**config.mk**
```make
export PLATFORM = sky130hd
export DESIGN_NAME = gpr_access_ctrl
export DESIGN_NICKNAME = d
export VERILOG_FILES = /design/src/rtl/gpr_access_ctrl_pkg.sv /design/src/rtl/gpr_bypass_mux.sv /design/src/rtl/gpr_access_ctrl.sv
export SDC_FILE = /design/constraint.sdc
export NUM_CORES = 1
export LEC_CHECK = 0
export CAP_MARGIN = 30
export CORE_ASPECT_RATIO = 0.6
export CORE_MARGIN = 4
export CORE_UTILIZATION = 30
export CTS_BUF_LIST = sky130_fd_sc_hd__clkbuf_8
export CTS_CLUSTER_SIZE = 14
export DETAILED_ROUTE_END_ITERATION = 10
export DONT_BUFFER_PORTS = 1
export GPL_ROUTABILITY_DRIVEN = 0
export PLACE_DENSITY = 0.46
export REMOVE_ABC_BUFFERS = 1
export SLEW_MARGIN = 40
export SYNTH_ARGS = -nofsm -noshare
export SYNTH_HDL_FRONTEND = slang
export SYNTH_SLANG_ARGS = --single-unit
```
**constraint.sdc**
```tcl
create_clock -name clk -period 2.25 [get_ports clk]
set_clock_uncertainty 0.1 [all_clocks]
set_input_delay 0.45 -clock clk [delete_from_list [all_inputs] [get_ports clk]]
set_output_delay 0.45 -clock clk [all_outputs]
set_load 0.01 [all_outputs]
```
**src/rtl/gpr_access_ctrl_pkg.sv**
```systemverilog
// Shared constants and FSM state encoding for the GPR access controller.
package gpr_access_ctrl_pkg;

    localparam int DATA_W = 8;
    localparam int REG_AW = 3;

    typedef enum logic [2:0] {
        ST_IDLE     = 3'd0,
        ST_READ     = 3'd1,
        ST_OPER     = 3'd2,
        ST_WAIT_RES = 3'd3,
        ST_WRITE    = 3'd4
    } state_e;

endpackage

```
**src/rtl/gpr_bypass_mux.sv**
```systemverilog
// Operand forwarding for back-to-back ops when GPR_BYPASS_EN is defined.
// A new op captured during a write-back sees pre-write register data, so a
// per-operand flag remembers which sources must take the held result instead.
`ifdef GPR_BYPASS_EN
module gpr_bypass_mux
    import gpr_access_ctrl_pkg::*;
(
    input  logic              clk,
    input  logic              rst,
    input  logic              load,
    input  logic              in_write,
    input  logic [REG_AW-1:0] instr_ra,
    input  logic [REG_AW-1:0] instr_rb,
    input  logic [REG_AW-1:0] rc_q,
    input  logic [DATA_W-1:0] held_lo,
    input  logic [DATA_W-1:0] gpr_a_in,
    input  logic [DATA_W-1:0] gpr_b_in,
    output logic [DATA_W-1:0] op_a,
    output logic [DATA_W-1:0] op_b
);

    logic fwd_a_q, fwd_a_d;
    logic fwd_b_q, fwd_b_d;

    // Flags are set only when the capture overlaps a write to the same register
    always_comb begin
        fwd_a_d = fwd_a_q;
        fwd_b_d = fwd_b_q;
        if (load) begin
            fwd_a_d = in_write && (instr_ra == rc_q);
            fwd_b_d = in_write && (instr_rb == rc_q);
        end
    end

    // Forward flag registers
    always_ff @(posedge clk) begin
        if (rst) begin
            fwd_a_q <= 1'b0;
            fwd_b_q <= 1'b0;
        end else begin
            fwd_a_q <= fwd_a_d;
            fwd_b_q <= fwd_b_d;
        end
    end

    // Operand select between the register file and the held result
    always_comb begin
        op_a = fwd_a_q ? held_lo : gpr_a_in;
        op_b = fwd_b_q ? held_lo : gpr_b_in;
    end

endmodule
`endif

```
**src/rtl/gpr_access_ctrl.sv**
```systemverilog
// Initiator-side sequencer for the GPR file: read, execute handshake, write-back.
// Optional macro GPR_BYPASS_EN overlaps the next read with the current write.
module gpr_access_ctrl
    import gpr_access_ctrl_pkg::*;
(
    input  logic              clk,
    input  logic              rst,
    input  logic              instr_valid,
    output logic              instr_ready,
    input  logic [REG_AW-1:0] instr_ra,
    input  logic [REG_AW-1:0] instr_rb,
    input  logic [REG_AW-1:0] instr_rc,
    input  logic              instr_wb,
    output logic              gpr_read_en,
    output logic              gpr_write_en,
    output logic [REG_AW-1:0] gpr_ra_num,
    output logic [REG_AW-1:0] gpr_rb_num,
    output logic [REG_AW-1:0] gpr_rc_num,
    input  logic [DATA_W-1:0] gpr_a_in,
    input  logic [DATA_W-1:0] gpr_b_in,
    output logic [DATA_W-1:0] gpr_c_out,
    output logic [DATA_W-1:0] gpr_mulhigh_out,
    output logic              op_valid,
    input  logic              op_ready,
    output logic [DATA_W-1:0] op_a,
    output logic [DATA_W-1:0] op_b,
    input  logic              res_valid,
    output logic              res_ready,
    input  logic [DATA_W-1:0] res_lo,
    input  logic [DATA_W-1:0] res_hi
);

    state_e            state_q, state_d;
    logic [REG_AW-1:0] ra_q, ra_d;
    logic [REG_AW-1:0] rb_q, rb_d;
    logic [REG_AW-1:0] rc_q, rc_d;
    logic              wb_q, wb_d;
    logic [DATA_W-1:0] lo_q, lo_d;
    logic [DATA_W-1:0] hi_q, hi_d;
    logic [DATA_W-1:0] oper_a, oper_b;
`ifdef GPR_BYPASS_EN
    logic              fwd_load;
`endif

`ifdef GPR_BYPASS_EN
    gpr_bypass_mux u_bypass (
        .clk      (clk),
        .rst      (rst),
        .load     (fwd_load),
        .in_write (state_q == ST_WRITE),
        .instr_ra (instr_ra),
        .instr_rb (instr_rb),
        .rc_q     (rc_q),
        .held_lo  (lo_q),
        .gpr_a_in (gpr_a_in),
        .gpr_b_in (gpr_b_in),
        .op_a     (oper_a),
        .op_b     (oper_b)
    );
`else
    // Register file holds its outputs while read_en is low, so pass straight through
    always_comb begin
        oper_a = gpr_a_in;
        oper_b = gpr_b_in;
    end
`endif

    // Next-state, capture and output decode; outputs forced low during reset
    always_comb begin
        state_d         = state_q;
        ra_d            = ra_q;
        rb_d            = rb_q;
        rc_d            = rc_q;
        wb_d            = wb_q;
        lo_d            = lo_q;
        hi_d            = hi_q;
        instr_ready     = 1'b0;
        gpr_read_en     = 1'b0;
        gpr_write_en    = 1'b0;
        gpr_ra_num      = '0;
        gpr_rb_num      = '0;
        gpr_rc_num      = '0;
        gpr_c_out       = '0;
        gpr_mulhigh_out = '0;
        op_valid        = 1'b0;
        op_a            = '0;
        op_b            = '0;
        res_ready       = 1'b0;
`ifdef GPR_BYPASS_EN
        fwd_load        = 1'b0;
`endif

        case (state_q)
            ST_IDLE: begin
                instr_ready = 1'b1;
                if (instr_valid) begin
                    ra_d    = instr_ra;
                    rb_d    = instr_rb;
                    rc_d    = instr_rc;
                    wb_d    = instr_wb;
                    state_d = ST_READ;
`ifdef GPR_BYPASS_EN
                    fwd_load = 1'b1;
`endif
                end
            end
            ST_READ: begin
                gpr_read_en = 1'b1;
                gpr_ra_num  = ra_q;
                gpr_rb_num  = rb_q;
                state_d     = ST_OPER;
            end
            ST_OPER: begin
                op_valid = 1'b1;
                op_a     = oper_a;
                op_b     = oper_b;
                if (op_ready) begin
                    state_d = ST_WAIT_RES;
                end
            end
            ST_WAIT_RES: begin
                res_ready = 1'b1;
                if (res_valid) begin
                    lo_d    = res_lo;
                    hi_d    = res_hi;
                    state_d = wb_q ? ST_WRITE : ST_IDLE;
                end
            end
            ST_WRITE: begin
                gpr_write_en    = 1'b1;
                gpr_rc_num      = rc_q;
                gpr_c_out       = lo_q;
                gpr_mulhigh_out = hi_q;
                state_d         = ST_IDLE;
`ifdef GPR_BYPASS_EN
                instr_ready = 1'b1;
                if (instr_valid) begin
                    ra_d        = instr_ra;
                    rb_d        = instr_rb;
                    rc_d        = instr_rc;
                    wb_d        = instr_wb;
                    fwd_load    = 1'b1;
                    gpr_read_en = 1'b1;
                    gpr_ra_num  = instr_ra;
                    gpr_rb_num  = instr_rb;
                    state_d     = ST_OPER;
                end
`endif
            end
            default: begin
                state_d = ST_IDLE;
            end
        endcase

        if (rst) begin
            instr_ready     = 1'b0;
            gpr_read_en     = 1'b0;
            gpr_write_en    = 1'b0;
            gpr_ra_num      = '0;
            gpr_rb_num      = '0;
            gpr_rc_num      = '0;
            gpr_c_out       = '0;
            gpr_mulhigh_out = '0;
            op_valid        = 1'b0;
            op_a            = '0;
            op_b            = '0;
            res_ready       = 1'b0;
`ifdef GPR_BYPASS_EN
            fwd_load        = 1'b0;
`endif
        end
    end

    // State and captured operation registers; reset abandons any op in flight
    always_ff @(posedge clk) begin
        if (rst) begin
            state_q <= ST_IDLE;
            ra_q    <= '0;
            rb_q    <= '0;
            rc_q    <= '0;
            wb_q    <= 1'b0;
            lo_q    <= '0;
            hi_q    <= '0;
        end else begin
            state_q <= state_d;
            ra_q    <= ra_d;
            rb_q    <= rb_d;
            rc_q    <= rc_d;
            wb_q    <= wb_d;
            lo_q    <= lo_d;
            hi_q    <= hi_d;
        end
    end

endmodule
```
=== Word-level counts from Yosys, hierarchy flattened ===
Cells that the tools add are included.

* Register bits after elaboration: 29
* Bits in latches: 0
* Memory bits (writable): 0
* ROM bits: 0
* Word-level logic and storage cells: 47
* Memories kept: 0

* $add $sub $neg: 0
* Multiply operators: 0
* Divide/modulo/power cells: 0
* Order comparisons: 0
* Equal/unequal tests: 7
* Shifts and indexed selects: 0
* Muxes and demuxes: 29
* Bitwise gates (word level): 0
* Reduce and logical (&&, ||, !) cells: 4

{| class="wikitable"
|+ Operator list
! operator !! number
|-
| $mux W8 || 8
|-
| $mux W3 || 10
|-
| $pmux W3 S4 || 1
|-
| $mux W1 || 10
|-
| $eq A3 B2 Y1 const B || 2
|-
| $ne A2 B2 Y1 const B || 3
|-
| $reduce_and A2 Y1 || 2
|-
| $eq A3 B1 Y1 const B || 1
|-
| $eq A3 B3 Y1 const B || 1
|-
| $logic_not A3 Y1 || 1
|-
| $reduce_and A3 Y1 || 1
|}

=== Longest topological paths before layout ===
* Depth in word-level cells: 3
* Depth in mapped cells: 6
* Mapped depth without buffers: 3

=== Worst setup path after synthesis ===
OpenSTA, ideal clock, no wires.

* Path kind: in2out
* From: in rst
* To: out gpr_ra_num[0]
* Data arrival time: 1487 ps
* Required time: 1700 ps
* Setup slack: 213 ps
* Cell stages on the path: 5
* Buffers on the path: 2
* Cell sequence: buf_6 or2_1 buf_2 nor3b_2 and2_1

* Cells in the longest elaborated chain, start to end: 1

{| class="wikitable"
|+ RTL lines
! item !! RTL line !! text
|-
| start, declared || gpr_access_ctrl.sv:7 || <nowiki>input logic rst,</nowiki>
|-
| $mux W3 || gpr_access_ctrl.sv:155 || <nowiki>if (rst) begin</nowiki>
|-
| end, declared || gpr_access_ctrl.sv:16 || <nowiki>output logic [REG_AW-1:0] gpr_ra_num,</nowiki>
|}

No other way between the ends.

=== Final worst setup path ===
* From: reg state_q[0]
* To: out gpr_rb_num[1]

* Cells in the longest elaborated chain, start to end: 3

{| class="wikitable"
|+ RTL lines
! item !! RTL line !! text
|-
| start, declared || gpr_access_ctrl.sv:33 || <nowiki>state_e state_q, state_d;</nowiki>
|-
| start signal, assigned || gpr_access_ctrl.sv:185 || <nowiki>state_q <= state_d;</nowiki>
|-
| $eq A3 B1 Y1 || gpr_access_ctrl.sv:93 || <nowiki>case (state_q)</nowiki>
|-
| $mux W3 || gpr_access_ctrl.sv:93 ||
|-
| $mux W3 || gpr_access_ctrl.sv:155 ||
|-
| end, declared || gpr_access_ctrl.sv:17 || <nowiki>output logic [REG_AW-1:0] gpr_rb_num,</nowiki>
|}

No other way between the ends.

==> metrics <==
status=finished clean; drt first pass iters=4; crit path DAT=1.62 ns; global route total overflow=0; Finished Core Util=36.5%; largest net degree at the start of global routing=29; diode count=0; dpl cells=233; Core Region=4280 um^2; fillers=449; die area=5810 um^2; Seq/Total Area, Yosys=41.9%; Pleak=0.000572 uW; Netlist cell types=19; I/O Buffers=0; Pwr Density=667 nW/um^2; Final WS setup=0.0836 ns; Post-Synth XOR/XNOR Area=0%; Tightest Pin Transition=0.599 ns; Net Sw Frac=24.8%; DR vias=1,153; Placement Cell Area=1440 um^2; Clock Tree Buf Depth=2; Async SR Flop Fraction=0%; switching power=258 uW; clock power share=37.9%; Synth Cell Area=1390 um^2; Initial Util=32.4%; Setup violations, final=0; Cell Count, Final, Fillers Out=242; synth top area cells=dfxtp_1 (42%), and2_1 (19%), nand2_1 (15%); EDFF count, synth=0; Rows=18; CTS H-Tree Depth=2; DPL Wire Length=2640 um; Main synth FF type=dfxtp_1; final hold slack=0.138 ns; P&R area growth vs syn=12.5%; flops & latches, synth=29; critical path class=flop to output pin; fraction of layout cells with a size suffix above 1=9.89%; peak supply drop=0.311 mV; max-cap violations=0; Synth Area per Inst=7.70 um^2; io pins=93; clock-pin transition on the worst setup and hold timing paths=0.06 ns; Comb power frac=9.1%; Hold Buf Count CTS=0; Total GRT Usage=11.9%; min Tclk post-route=2.17 ns; Post-synth top cells=nand2_1 (55), and2_1 (41), dfxtp_1 (29); final period utilization=96.3%; fmax=462 MHz; pre-CTS setup slack=0.255 ns; most used standard cell by instance count after synthesis=nand2_1; Synth Warn #=0; worst hold-check path type=input pin to flop; Antenna Nets Post-Route=0; detailed-route wire length=3450 um; Worst EP required=1.70 ns; hold depth=1; nets=228; Post-Synthesis Cells=180; DRC Markers=0; reg2reg path depth=3; crit-path max FO=13; antenna violations before repair=0; DRT iter0 DRCs=31; Root Buffer Master=clkbuf_8; routed length per instance=14.2 um; Post-Synth Adder-Cell Area=0%; CP startpoint kind=flop; DR vias/cell=4.76; global-route wire length before repair=5150 um; dominant cell type by area after synthesis=dfxtp_1; Die X=95.8 um; die height=60.7 um; Clock Latency Late Sink=0.27 ns; vias in the first global route=1,112; Yosys top cell area share=41.9%; RSZ-0062 raised after global routing=false; Pint=783 uW; Relative slew margins=60.0%; Slew Viols, Final=0; post-synthesis compound-gate area fraction=10.4%; largest family of logic cells by synthesized area=simple AND/OR/NAND/NOR gates; clk sinks=29; kind of end point of the critical path=output pin; CTS tree=yes; Flop pwr share=53.0%; post-route cell area=1560 um^2; cts bufs inserted=5; Final Hold Vio Count=0; post-synthesis mux area share=0%; fraction of the mapped netlist area in simple logic gates=42.7%
-- metal layers --
| layer | up-vias | GRT usage, % | wire (um) |
|---|---|---|---|
| met5 | - | 0 | 0 |
| met4 | 0 | 4.25 | 31 |
| met3 | 5 | 6.07 | 370 |
| met2 | 65 | 18.8 | 1510 |
| met1 | 505 | 14.1 | 1540 |
| li1 | 578 | - | - |
-- state kept, by name, summed over array words and instances, names as in the netlist --
signal	cells
rc_q	3
wb_q	1
lo_q	8
ra_q	3
hi_q	8
state_q	3
rb_q	3
-- repair_timing --
item                                    CTS  global route
resized for setup                         0             2
hold endpoints to repair                  0             0
buffers inserted                          0             1
endpoints found under the setup margin    0            33
-- critical path, cell delays in order (launching register included) --
cell	delay [ns]
dfxtp_1	0.70
nor3b_4	0.40
and2_1	0.24
-- final timing paths --
kind | startpoint | endpoint | slack, ns
hold reg to reg | wb_q | wb_q | 0.34
setup / recovery | state_q[0] | gpr_rb_num[1] | 0.08
setup reg to reg | state_q[0] | hi_q[5] | 0.45
hold / removal | rst | lo_q[1] | 0.14
-- cells in the final DEF (no fill, tap or decap), drive strengths merged --
master  count
nand2      55
and2       41
dfxtp      29
a21oi      27
buf         7
clkbuf      5
nor3b       2
nor4b       2
nor2        2
nor3        2
and3        2
clkinv      2
or2         1
and4b       1
nand4b      1
or4b        1
o311ai      1
inv         1
-- stage by stage --
stage / TNS (ns) / total power [uW]
floorplan: -8.09 / 625
global placement: 0 / 647
detailed placement: 0 / 650
CTS: 0 / 1050
global route: 0 / 1100
finish: 0 / 1040
-- layout make-up --
class	instances	area, um^2	area share [%]
clock inverters	3	13.8	0.882
multi-input cells	138	757	48.5
repair buffers	7	65.1	4.17
clock buffers	5	68.8	4.41
well taps	60	75.1	4.81
flip-flops and latches	29	581	37.2
-- cell families after synthesis --
kind of cell,count (synthesis)
and+or+nand+nor,110
DFF,29
AOI/OAI and AO/OA,28
buffers and inverters,13
-- power groups by stage --
stage / Sequential, uW / Clock (uW) / Combinational [uW]
after detailed placement: 561 / 0 / 88.6
after global placement: 561 / 0 / 86.1
after global routing: 554 / 434 / 107
after floorplan: 560 / 0 / 65.3
after CTS: 550 / 410 / 88.8
final: 552 / 394 / 94.3
Power figures use the tool's default switching activity.
